**config.mk**
```make
export PLATFORM = sky130hd
export DESIGN_NAME = ascensor_ctrl
export DESIGN_NICKNAME = d
export VERILOG_FILES = /design/src/rtl/ascensor_pkg.sv /design/src/rtl/ascensor_timer.sv /design/src/rtl/ascensor_ctrl.sv
export SDC_FILE = /design/constraint.sdc
export NUM_CORES = 1
export LEC_CHECK = 0
export CAP_MARGIN = 20
export CORE_MARGIN = 2
export CORE_UTILIZATION = 47
export DETAILED_ROUTE_END_ITERATION = 10
export PLACE_DENSITY_LB_ADDON = 0.12
export SETUP_SLACK_MARGIN = 0.2
export SYNTH_ARGS = -nofsm -noshare
export SYNTH_HDL_FRONTEND = slang
export SYNTH_SLANG_ARGS = --single-unit
```
**constraint.sdc**
```tcl
create_clock -name clk -period 1.79 [get_ports clk]
set_input_delay 0.358 -clock clk [delete_from_list [all_inputs] [get_ports clk]]
set_output_delay 0.358 -clock clk [all_outputs]
set_load 0.03 [all_outputs]
```
**src/rtl/ascensor_pkg.sv**
```systemverilog
// Shared state codes and sizing helpers for the elevator cabin controller.
package ascensor_pkg;

   localparam int unsigned PISO_W = 4;

   typedef enum logic [1:0] {
      INIT = 2'd0,
      IDLE = 2'd1,
      MOVE = 2'd2,
      DOOR = 2'd3
   } estado_t;

   // Wide enough to hold the larger of T_PISO-1 and T_PUERTA-1.
   function automatic int unsigned timer_w(input int unsigned t_piso, input int unsigned t_puerta);
      int unsigned m;
      m = (t_piso > t_puerta) ? t_piso : t_puerta;
      return (m <= 1) ? 1 : $clog2(m);
   endfunction

endpackage

```
**src/rtl/ascensor_timer.sv**
```systemverilog
// Loadable down-counter with a zero flag, shared by the travel and door phases.
module ascensor_timer
   import ascensor_pkg::*;
#(
   parameter int unsigned W = 2
)(
   input  logic         clk,
   input  logic         reset_L,
   input  logic         load,
   input  logic [W-1:0] valor,
   output logic         zero
);

   logic [W-1:0] cuenta;

   always_ff @(posedge clk or negedge reset_L) begin
      if (!reset_L)
         cuenta <= '0;
      else if (load)
         cuenta <= valor;
      else if (cuenta != '0)
         cuenta <= cuenta - W'(1);
   end

   assign zero = (cuenta == '0);

endmodule

```
**src/rtl/ascensor_ctrl.sv**
```systemverilog
// Elevator cabin controller: homes the floor counter, steps it towards the
// requested floor one step per travel interval, then holds the door open.
module ascensor_ctrl
   import ascensor_pkg::*;
#(
   parameter int unsigned N_PISOS  = 16,
   parameter int unsigned T_PISO   = 4,
   parameter int unsigned T_PUERTA = 8
)(
   input  logic              clk,
   input  logic              reset_L,
   input  logic              req,
   input  logic [PISO_W-1:0] req_piso,
   input  logic [PISO_W-1:0] Q,
   output logic              acepta,
   output logic              rechazo,
   output logic              enb,
   output logic              modo,
   output logic              dir,
   output logic [PISO_W-1:0] data,
   output logic              puerta,
   output logic              ocupado,
   output logic [1:0]        estado
);

   localparam int unsigned   TW           = timer_w(T_PISO, T_PUERTA);
   localparam logic [TW-1:0] CARGA_PISO   = TW'(T_PISO - 1);
   localparam logic [TW-1:0] CARGA_PUERTA = TW'(T_PUERTA - 1);
   localparam logic [PISO_W:0] LIMITE     = N_PISOS[PISO_W:0];

   estado_t           st, st_d;
   logic [PISO_W-1:0] destino, destino_d;
   logic              dir_q, dir_d;
   logic              en_destino;
   logic              acepta_d, rechazo_d;
   logic              tmr_load, tmr_zero;
   logic [TW-1:0]     tmr_valor;
   logic              valida;

   assign valida = ({1'b0, req_piso} < LIMITE);

   ascensor_timer #(.W(TW)) u_timer (
      .clk     (clk),
      .reset_L (reset_L),
      .load    (tmr_load),
      .valor   (tmr_valor),
      .zero    (tmr_zero)
   );

   // Arrival is registered so no output depends combinationally on Q.
   always_ff @(posedge clk or negedge reset_L) begin
      if (!reset_L) begin
         st         <= INIT;
         destino    <= '0;
         dir_q      <= 1'b0;
         en_destino <= 1'b0;
         acepta     <= 1'b0;
         rechazo    <= 1'b0;
      end else begin
         st         <= st_d;
         destino    <= destino_d;
         dir_q      <= dir_d;
         en_destino <= (destino_d == Q);
         acepta     <= acepta_d;
         rechazo    <= rechazo_d;
      end
   end

   always_comb begin
      st_d      = st;
      destino_d = destino;
      dir_d     = dir_q;
      tmr_load  = 1'b0;
      tmr_valor = '0;
      acepta_d  = 1'b0;
      rechazo_d = req;
      enb       = 1'b0;
      modo      = 1'b0;
      dir       = 1'b0;
      data      = '0;
      puerta    = 1'b0;
      ocupado   = 1'b1;
      case (st)
         INIT: begin
            enb  = 1'b1;
            modo = 1'b1;
            st_d = IDLE;
         end
         IDLE: begin
            ocupado = 1'b0;
            if (req && valida) begin
               acepta_d  = 1'b1;
               rechazo_d = 1'b0;
               destino_d = req_piso;
               tmr_load  = 1'b1;
               if (req_piso == Q) begin
                  st_d      = DOOR;
                  tmr_valor = CARGA_PUERTA;
               end else begin
                  st_d      = MOVE;
                  dir_d     = (req_piso > Q);
                  tmr_valor = CARGA_PISO;
               end
            end
         end
         MOVE: begin
            dir = dir_q;
            if (tmr_zero) begin
               tmr_load = 1'b1;
               if (en_destino) begin
                  st_d      = DOOR;
                  tmr_valor = CARGA_PUERTA;
               end else begin
                  enb       = 1'b1;
                  tmr_valor = CARGA_PISO;
               end
            end
         end
         DOOR: begin
            puerta = 1'b1;
            if (tmr_zero)
               st_d = IDLE;
         end
         default: st_d = INIT;
      endcase
   end

   assign estado = st;

endmodule

```
==> results.txt, run 1 <==
Clk Tree Root Cell - clkbuf_4
H-tree depth - 1
Gr usage total - 21.15%
Initial Util - 50.97%
GP Congestion - 0.7489
Routed wire per std cell - 13.26 µm
Setup Skew - 0.5873 ps
Vias per cell - 4.994
Global-route wire length before repair - 3.180 mm
Hold Slack - 327.8 ps
Max VDD drop - 1265 µV
Min-delay worst type - in -> reg
Final core occ - 81.43%
Fin. max-slew vios - 0
Drt initial violations - 23
Kind of critical path - reg -> out
HPWL Detailed - 1.371 mm
Drt first pass iters - 5
Footprint of the multi-input gates - 575.6 µm²
Fill cell count - 112
Worst-path clk slew - 80 ps
Flop and latch count out of synthesis - 13
Synth area leader - dfrtp_1
Leak - 0.0007012 µW
Setup crit start kind - flop
Fmax - 0.5698 GHz
Worst Path Required - 1430 ps
Cts bufs inserted - 3
Slowest stage delay, CP - 410 ps
Die Wd - 47.51 µm
Hold_buf cts - 0
CORE AREA - 0.001745 mm²
Crit path cell chain - inv_2, ha_4, nor2b_4, nand2_2, o21bai_4, buf_6
CTS tree - yes
Power per standard cell area - 1652 mW/mm²
Layout cells sized above 1 - 48.92%
Max-Cap Viols - 0
Port bufs - 19
Setup crit end kind - output port
Netlist Area Pre-Place - 889.6 µm²
Synth async-reset ratio - 100.0%
Synth cell count leaders - dfrtp_1 (13), inv_1 (12), ha_1 (10)
Antenna violations before repair - 0
Ratio of final minimum period to clock period - 98.04%
Total gr overflow - 0
Max Root-Sink Buffers - 2
Die Ht - 47.51 µm
Final setup violation count - 0
DR vias - 819
Average footprint of a synthesized cell - 9.884 µm²
Register area share after synthesis - 36.57%
FF-to-FF path depth - 8
Cells after synthesis - 90
Yosys Warn Count - 0
# DRC - 0
N_diodes - 0
Die area - 0.002257 mm²
Reg2Reg Setup Slack - 150 ps
Critical R2R Capture - estado[1]
Crit path max fanout - 2
Hold path depth - 2
Number of global-route vias before repair - 739
Antenna-violating nets left - 0
Clock sinks - 13
RSZ-0062 raised after global routing - true
Hold path startpoint - Q[3]
Boundary Pins - 24
Power Total - 2348 µW
Top cells by area, synth - dfrtp_1 (37%), ha_1 (14%), inv_1 (5.1%)
Standard-cell rows - 15
Reg area - 327.8 µm²
Run status - completed
Nets - 161
Total Wirelength - 2.175 mm
Pin count of the biggest net entering global routing - 14
Worst skew pair latency - 290 ps
Reg2reg start - u_timer.cuenta[0]
EDFF count, synth - 0
Count leader, synth - dfrtp_1
Slowest library cell on the worst path - dfrtp_1
Worst hold endpoint - en_destino
Min Clock Period, post-route - 1755 ps
CP arrival - 1400 ps
Final Hold Fails - 0
Cell variety after synth - 32
Synth top area share - 36.57%
Main synth FF type - dfrtp_1
Synthesis-to-finish area growth - 59.77%
[worst max-delay path: cells and delay by family (launching register included)]
kind	cells	cell delay (ps)
fa+ha+maj	1	130
flops	1	410
compound gates	1	110
buf+inv	2	230
simple gates	2	230
[report_power, final]
group	internal, µW	leakage, µW	switching, µW
clock network	86.7	0.0000150	108
registers	439	0.000155	117
logic	821	0.000531	775
[placed cells by master, fill, tap and decap left out, types with 2 or more instances in the layout]
master and n:
a21oi_1 3, a21oi_2 4, and2_4 2, buf_4 29, buf_6 5, clkbuf_4 3, clkdlybuf4s50_1 6, conb_1 4
dfrtp_1 11, dfrtp_2 2, dlygate4sd2_1 3, dlymetal6s2s_1 4, ha_1 4, ha_4 5, inv_1 5, inv_2 7
mux2_2 3, nand2_1 3, nand2b_1 2, nand3_1 3, nor2_1 6, o21ai_0 3, xnor2_1 2, xor2_1 2
[worst max path at each step]
stage                      end              start  cells after the start
floorplan                  enb  u_timer.cuenta[0]                      6
global placement    en_destino               Q[3]                      6
detailed placement   estado[0]               Q[3]                      6
CTS                        enb  u_timer.cuenta[1]                      6
global route               enb  u_timer.cuenta[0]                      6
finish                     enb  u_timer.cuenta[0]                      6
[registers in the layout (all words and copies together), names as in the netlist]
name,cells
acepta,1
destino,4
dir_q,1
en_destino,1
estado,2
rechazo,1
u_timer.cuenta,3
[area by class of cell]
type,count,share of cell area [%]
clock buffer,4,1.849
inverter,12,3.169
multi-input combinational,62,40.49
sequential,13,23.06
tap,25,2.201
timing repair buffer,48,29.23
[kinds of logic after synthesis]
group / share of synthesized area (%)
multiplexers: 6.188
adder cells (fa/ha/maj): 14.06
flip-flops: 36.57
AND/OR/NAND/NOR: 11.11
AO/OA/AOI/OAI: 16.46
XOR/XNOR: 3.939
other: 0.4215
buffers and inverters: 11.25
[metal layers]
layer	vias up	GRT usage (%)	wire length, µm
li1	401	-	-
met1	389	24.36	939
met2	25	35.14	1087
met3	4	4.906	102
met4	0	13.33	45
met5	-	0	0
[metrics by stage]
step | cells | worst slack [ps] | setup TNS (ps) | area (µm²)
floorplan | 93 | 193.9 | 0 | 907.1
global placement | 145 | -51.49 | -118.2 | 1171
detailed placement | 145 | -86.65 | -201.9 | 1171
CTS | 158 | 35.55 | 0 | 1315
global route | 164 | -23.28 | -23.28 | 1421
finish | 164 | 35.01 | 0 | 1421
[repair_timing]
item	in CTS	in global routing
setup buffers	9	6
setup endpoints to repair	11	10
gates resized for setup	27	26
pin swaps	5	8
gates cloned	0	0
Power figures use the tool's default switching activity.
==> run 2, diff against run 1 <==
--- a/config.mk
+++ b/config.mk
@@ -14,3 +14,4 @@
 export SYNTH_ARGS = -nofsm -noshare
 export SYNTH_HDL_FRONTEND = slang
 export SYNTH_SLANG_ARGS = --single-unit
+export TNS_END_PERCENT = 30
==> results.txt, run 2 (synthesis gave the netlist of run 1 again) <==
Leak - 0.0006435 µW
H-tree depth - 1
Crit path max fanout - 5
Setup crit start kind - flop
Standard-cell rows - 15
Worst-path clk slew - 90 ps
Max-Cap Viols - 0
Fin. max-slew vios - 0
Slowest stage delay, CP - 680 ps
Worst skew pair latency - 290 ps
Run status - completed
Largest delay share family, worst path - buffers and inverters
HPWL Detailed - 1.371 mm
Commonest non-fill, non-tap cell in the layout - buf_4
Fmax - 0.5708 GHz
Worst Path Required - 1430 ps
Fin cells - 161
Crit path cell chain - clkdlybuf4s50_1
Max Root-Sink Buffers - 2
Max VDD drop - 1250 µV
Antenna violations before repair - 0
RSZ-0062 raised after global routing - true
Boundary Pins - 24
Routed wire per std cell - 12.26 µm
Die Ht - 47.51 µm
Final core occ - 76.49%
Die Wd - 47.51 µm
Synthesis-to-finish area growth - 50.07%
Antenna-violating nets left - 0
Global-route wire length before repair - 3.084 mm
Clock sinks - 13
CTS tree - yes
Hold_buf cts - 0
Cts bufs inserted - 3
Reg with most FFs - destino
DR vias - 795
Min-delay worst type - in -> async
Max reg flops - 4
Power per standard cell area - 1640 mW/mm²
Number of global-route vias before repair - 729
Vias per cell - 4.938
Final setup violation count - 0
Die area - 0.002257 mm²
Setup crit end kind - output port
Drt initial violations - 30
Port bufs - 19
Drt first pass iters - 4
Placed Cells incl. Taps - 145
Min Clock Period, post-route - 1752 ps
Slowest library cell on the worst path - clkdlybuf4s50_1
Gr usage total - 19.97%
WP buf/inv - 1
CP arrival - 1390 ps
Pin count of the biggest net entering global routing - 14
Clk Tree Root Cell - clkbuf_4
Most frequent cells in the layout - buf_4 (28), clkdlybuf4s50_1 (13), dfrtp_1 (11)
Nets - 158
Initial Util - 50.97%
# DRC - 0
Ratio of final minimum period to clock period - 97.88%
Setup Skew - 2.720 ps
Total gr overflow - 0
Kind of critical path - reg -> out
N_diodes - 0
Layout cells sized above 1 - 38.97%
GP Congestion - 0.7489
Final Hold Fails - 0
CORE AREA - 0.001745 mm²
Total Wirelength - 1.974 mm
[run 2: worst paths after layout]
check,startpoint,end,slack (ps),cells past startpoint
worst min register to register,destino[1],destino[1],540,1
max in group asynchronous,reset_L,estado[1],1250,2
worst max-delay path,estado[0],estado[0],40,1
worst min-delay path,reset_L,dir_q,360,2
worst max register to register,u_timer.cuenta[0],estado[1],160,8
min in group clk,destino[1],destino[1],540,1
[run 2: final cells by class]
cell class / count / area, µm²
multi-input combinational: 62 / 524.3
tap: 25 / 31.28
fill: 139 / 410.4
timing repair buffer: 45 / 380.4
inverter: 12 / 45.04
clock buffer: 4 / 26.28
sequential: 13 / 327.8
[run 2: through the flow]
stage	hold slack [ps]	power, µW	TNS [ps]	setup slack [ps]	cell area, µm²
2_1_floorplan	62.41	1382	0	193.9	907.1
3_3_place_gp	501.5	1688	-118.2	-51.49	1171
3_5_place_dp	504.6	1718	-201.9	-86.65	1171
4_1_cts	368.1	2094	0	35.55	1285
5_1_grt	380.2	2362	-20.33	-20.33	1335
6_report	359.6	2190	0	38.04	1335
[run 2: report_power, final]
group	leakage [µW]	internal (µW)	switching, µW
registers	0.000155	439	113
clock network	0.0000150	86.8	109
logic	0.000474	726	716
[run 2: timing repair]
| item | 4_1_cts | 5_1_grt |
|---|---|---|
| resized for setup | 20 | 2 |
| setup buffers | 6 | 6 |
| endpoints found under the setup margin | 11 | 14 |
| gates cloned | 0 | 0 |
| pin swaps | 3 | 4 |
| hold endpoints to repair | 0 | 0 |
[run 2: metal layers]
metal | global-route usage, % | vias up | wire (µm)
li1 | - | 394 | -
met1 | 24.31 | 369 | 842
met2 | 33.51 | 27 | 970
met3 | 3.774 | 5 | 122
met4 | 10.00 | 0 | 39
met5 | 0 | - | 0
==> run 3, diff against run 2 <==
--- a/config.mk
+++ b/config.mk
@@ -10,7 +10,7 @@
 export CORE_UTILIZATION = 47
 export DETAILED_ROUTE_END_ITERATION = 10
 export PLACE_DENSITY_LB_ADDON = 0.12
-export SETUP_SLACK_MARGIN = 0.2
+export SETUP_SLACK_MARGIN = 0.5
 export SYNTH_ARGS = -nofsm -noshare
 export SYNTH_HDL_FRONTEND = slang
 export SYNTH_SLANG_ARGS = --single-unit
==> results.txt, run 3 (synthesis gave the netlist of run 1 again) <==
Run status - completed
Die Ht - 47.51 µm
Clk Tree Root Cell - clkbuf_4
Sw Ratio - 41.75%
Final setup violation count - 0
Port bufs - 19
Fin. max-slew vios - 0
Total gr overflow - 0
Kind of critical path - reg -> out
# DRC - 0
Reg with most FFs - destino
Slowest stage delay, CP - 400 ps
DR vias - 786
CORE AREA - 0.001745 mm²
Clk network pwr share - 7.6%
Layout cells sized above 1 - 46.32%
Antenna-violating nets left - 0
Pin count of the biggest net entering global routing - 14
Worst-path clk slew - 80 ps
Most frequent cells in the layout - buf_4 (24), dfrtp_1 (11), clkdlybuf4s50_1 (11)
HPWL Detailed - 1.470 mm
Setup Skew - 4.768 ps
Total Wirelength - 1.995 mm
Worst Path Required - 1430 ps
Standard-cell rows - 15
Fill cell count - 122
Max reg flops - 4
Crit path cell chain - inv_2, ha_4, nor2b_4, nand2_4, o21bai_4, buf_6
Combinational share of power - 69.5%
Vias per cell - 4.882
Routed wire per std cell - 12.39 µm
Nets - 158
Die Wd - 47.51 µm
Synthesis-to-finish area growth - 57.67%
RSZ-0062 raised after global routing - true
Fin cells - 161
Min-delay worst type - in -> async
Ratio of final minimum period to clock period - 96.56%
Number of global-route vias before repair - 792
Cts bufs inserted - 3
Setup crit end kind - output port
Crit path max fanout - 2
Die area - 0.002257 mm²
Clock sinks - 13
Commonest non-fill, non-tap cell in the layout - buf_4
Drt first pass iters - 4
Worst skew pair latency - 280 ps
Switching pwr - 1004 µW
Max VDD drop - 1497 µV
Post-route cell area - 0.001403 mm²
Post-DP Area - 0.001247 mm²
Boundary Pins - 24
Final Hold Fails - 0
Drt initial violations - 11
Initial Util - 50.97%
N_diodes - 0
Max-Cap Viols - 0
CP arrival - 1370 ps
Fmax - 0.5786 GHz
Gr usage total - 21.25%
Antenna violations before repair - 0
Hold_buf cts - 0
Setup tns final - 0 ps
Max Root-Sink Buffers - 2
CTS tree - yes
Internal power - 1401 µW
Global-route wire length before repair - 3.325 mm
Power per standard cell area - 1715 mW/mm²
H-tree depth - 1
Placed Cells incl. Taps - 146
Setup crit start kind - flop
Seq pwr share - 22.9%
GP Congestion - 0.7892
Min Clock Period, post-route - 1728 ps
Leak - 0.0006624 µW
Slowest library cell on the worst path - dfrtp_1
==> run 3: changes by cell type in the layout (fill, tap and decap cells not counted), sizes merged <==
cell and delta:
buf +1, clkbuf +2, clkdlybuf4s15 -1, clkdlybuf4s50 -2
dlygate4sd2 +1, dlymetal6s2s -1
==> run 3: what timing repair did <==
action / in CTS / in global routing
hold endpoints to repair: 0 / 0
buffers inserted: 9 / 2
resized for setup: 32 / 10
pin swaps: 4 / 2
endpoints found under the setup margin: 19 / 19
==> run 3: per-layer routing <==
| metal | up-vias | global-route usage [%] | part of all wire, % | wire length [µm] |
|---|---|---|---|---|
| met2 | 14 | 38.65 | 53 | 1066 |
| met1 | 372 | 25.35 | 43 | 863 |
| met3 | 2 | 4.528 | 2.7 | 53 |
| li1 | 398 | - | - | - |
| met5 | - | 0 | 0 | 0 |
| met4 | 0 | 5.000 | 0.55 | 11 |
==> run 3: cell type report <==
class | instances | area [µm²] | share of cell area [%]
well taps | 25 | 31.28 | 2.230
multi-input cells | 62 | 581.8 | 41.48
inverters | 12 | 45.04 | 3.211
clock buffers | 4 | 26.28 | 1.873
flip-flops and latches | 13 | 327.8 | 23.37
repair buffers | 45 | 390.4 | 27.83
==> run 3: power groups by stage <==
stage	registers, µW	clock network, µW	logic [µW]
finish	551	183	1670
global route	568	202	1820
CTS	543	189	1560
detailed placement	558	0	1340
global placement	553	0	1310
floorplan	619	0	894
==> run 3: final timing paths <==
path,from,to,slack [ps],depth (start not counted)
max,u_timer.cuenta[1],enb,60,6
min,reset_L,u_timer.cuenta[2],390,2
max reg2reg,estado[0],estado[1],140,8
min reg2reg,destino[1],destino[1],540,1
max in group asynchronous,reset_L,estado[1],1210,2
min in group clk,destino[1],destino[1],540,1
==> run 3: worst max-delay path: cells and delay by family, from the launching register on <==
| kind | cells | cell delay, ps |
|---|---|---|
| buffers and inverters | 2 | 230 |
| and+or+nand+nor | 2 | 230 |
| AOI/OAI and AO/OA | 1 | 110 |
| adders and majority gates | 1 | 130 |
| DFF | 1 | 400 |
==> run 3: per-stage QoR <==
| step | hold slack (ps) | util (%) | setup WS (ps) | power (µW) |
|---|---|---|---|---|
| 6_report | 393.8 | 80.36 | 61.65 | 2405 |
| 5_1_grt | 392.4 | 80.36 | -2.432 | 2593 |
| 4_1_cts | 395.5 | 78.64 | 64.79 | 2292 |
| 3_5_place_dp | 511.6 | 71.47 | -108.5 | 1895 |
| 3_3_place_gp | 499.4 | 71.47 | -58.05 | 1862 |
| 2_1_floorplan | 62.41 | - | 281.4 | 1513 |
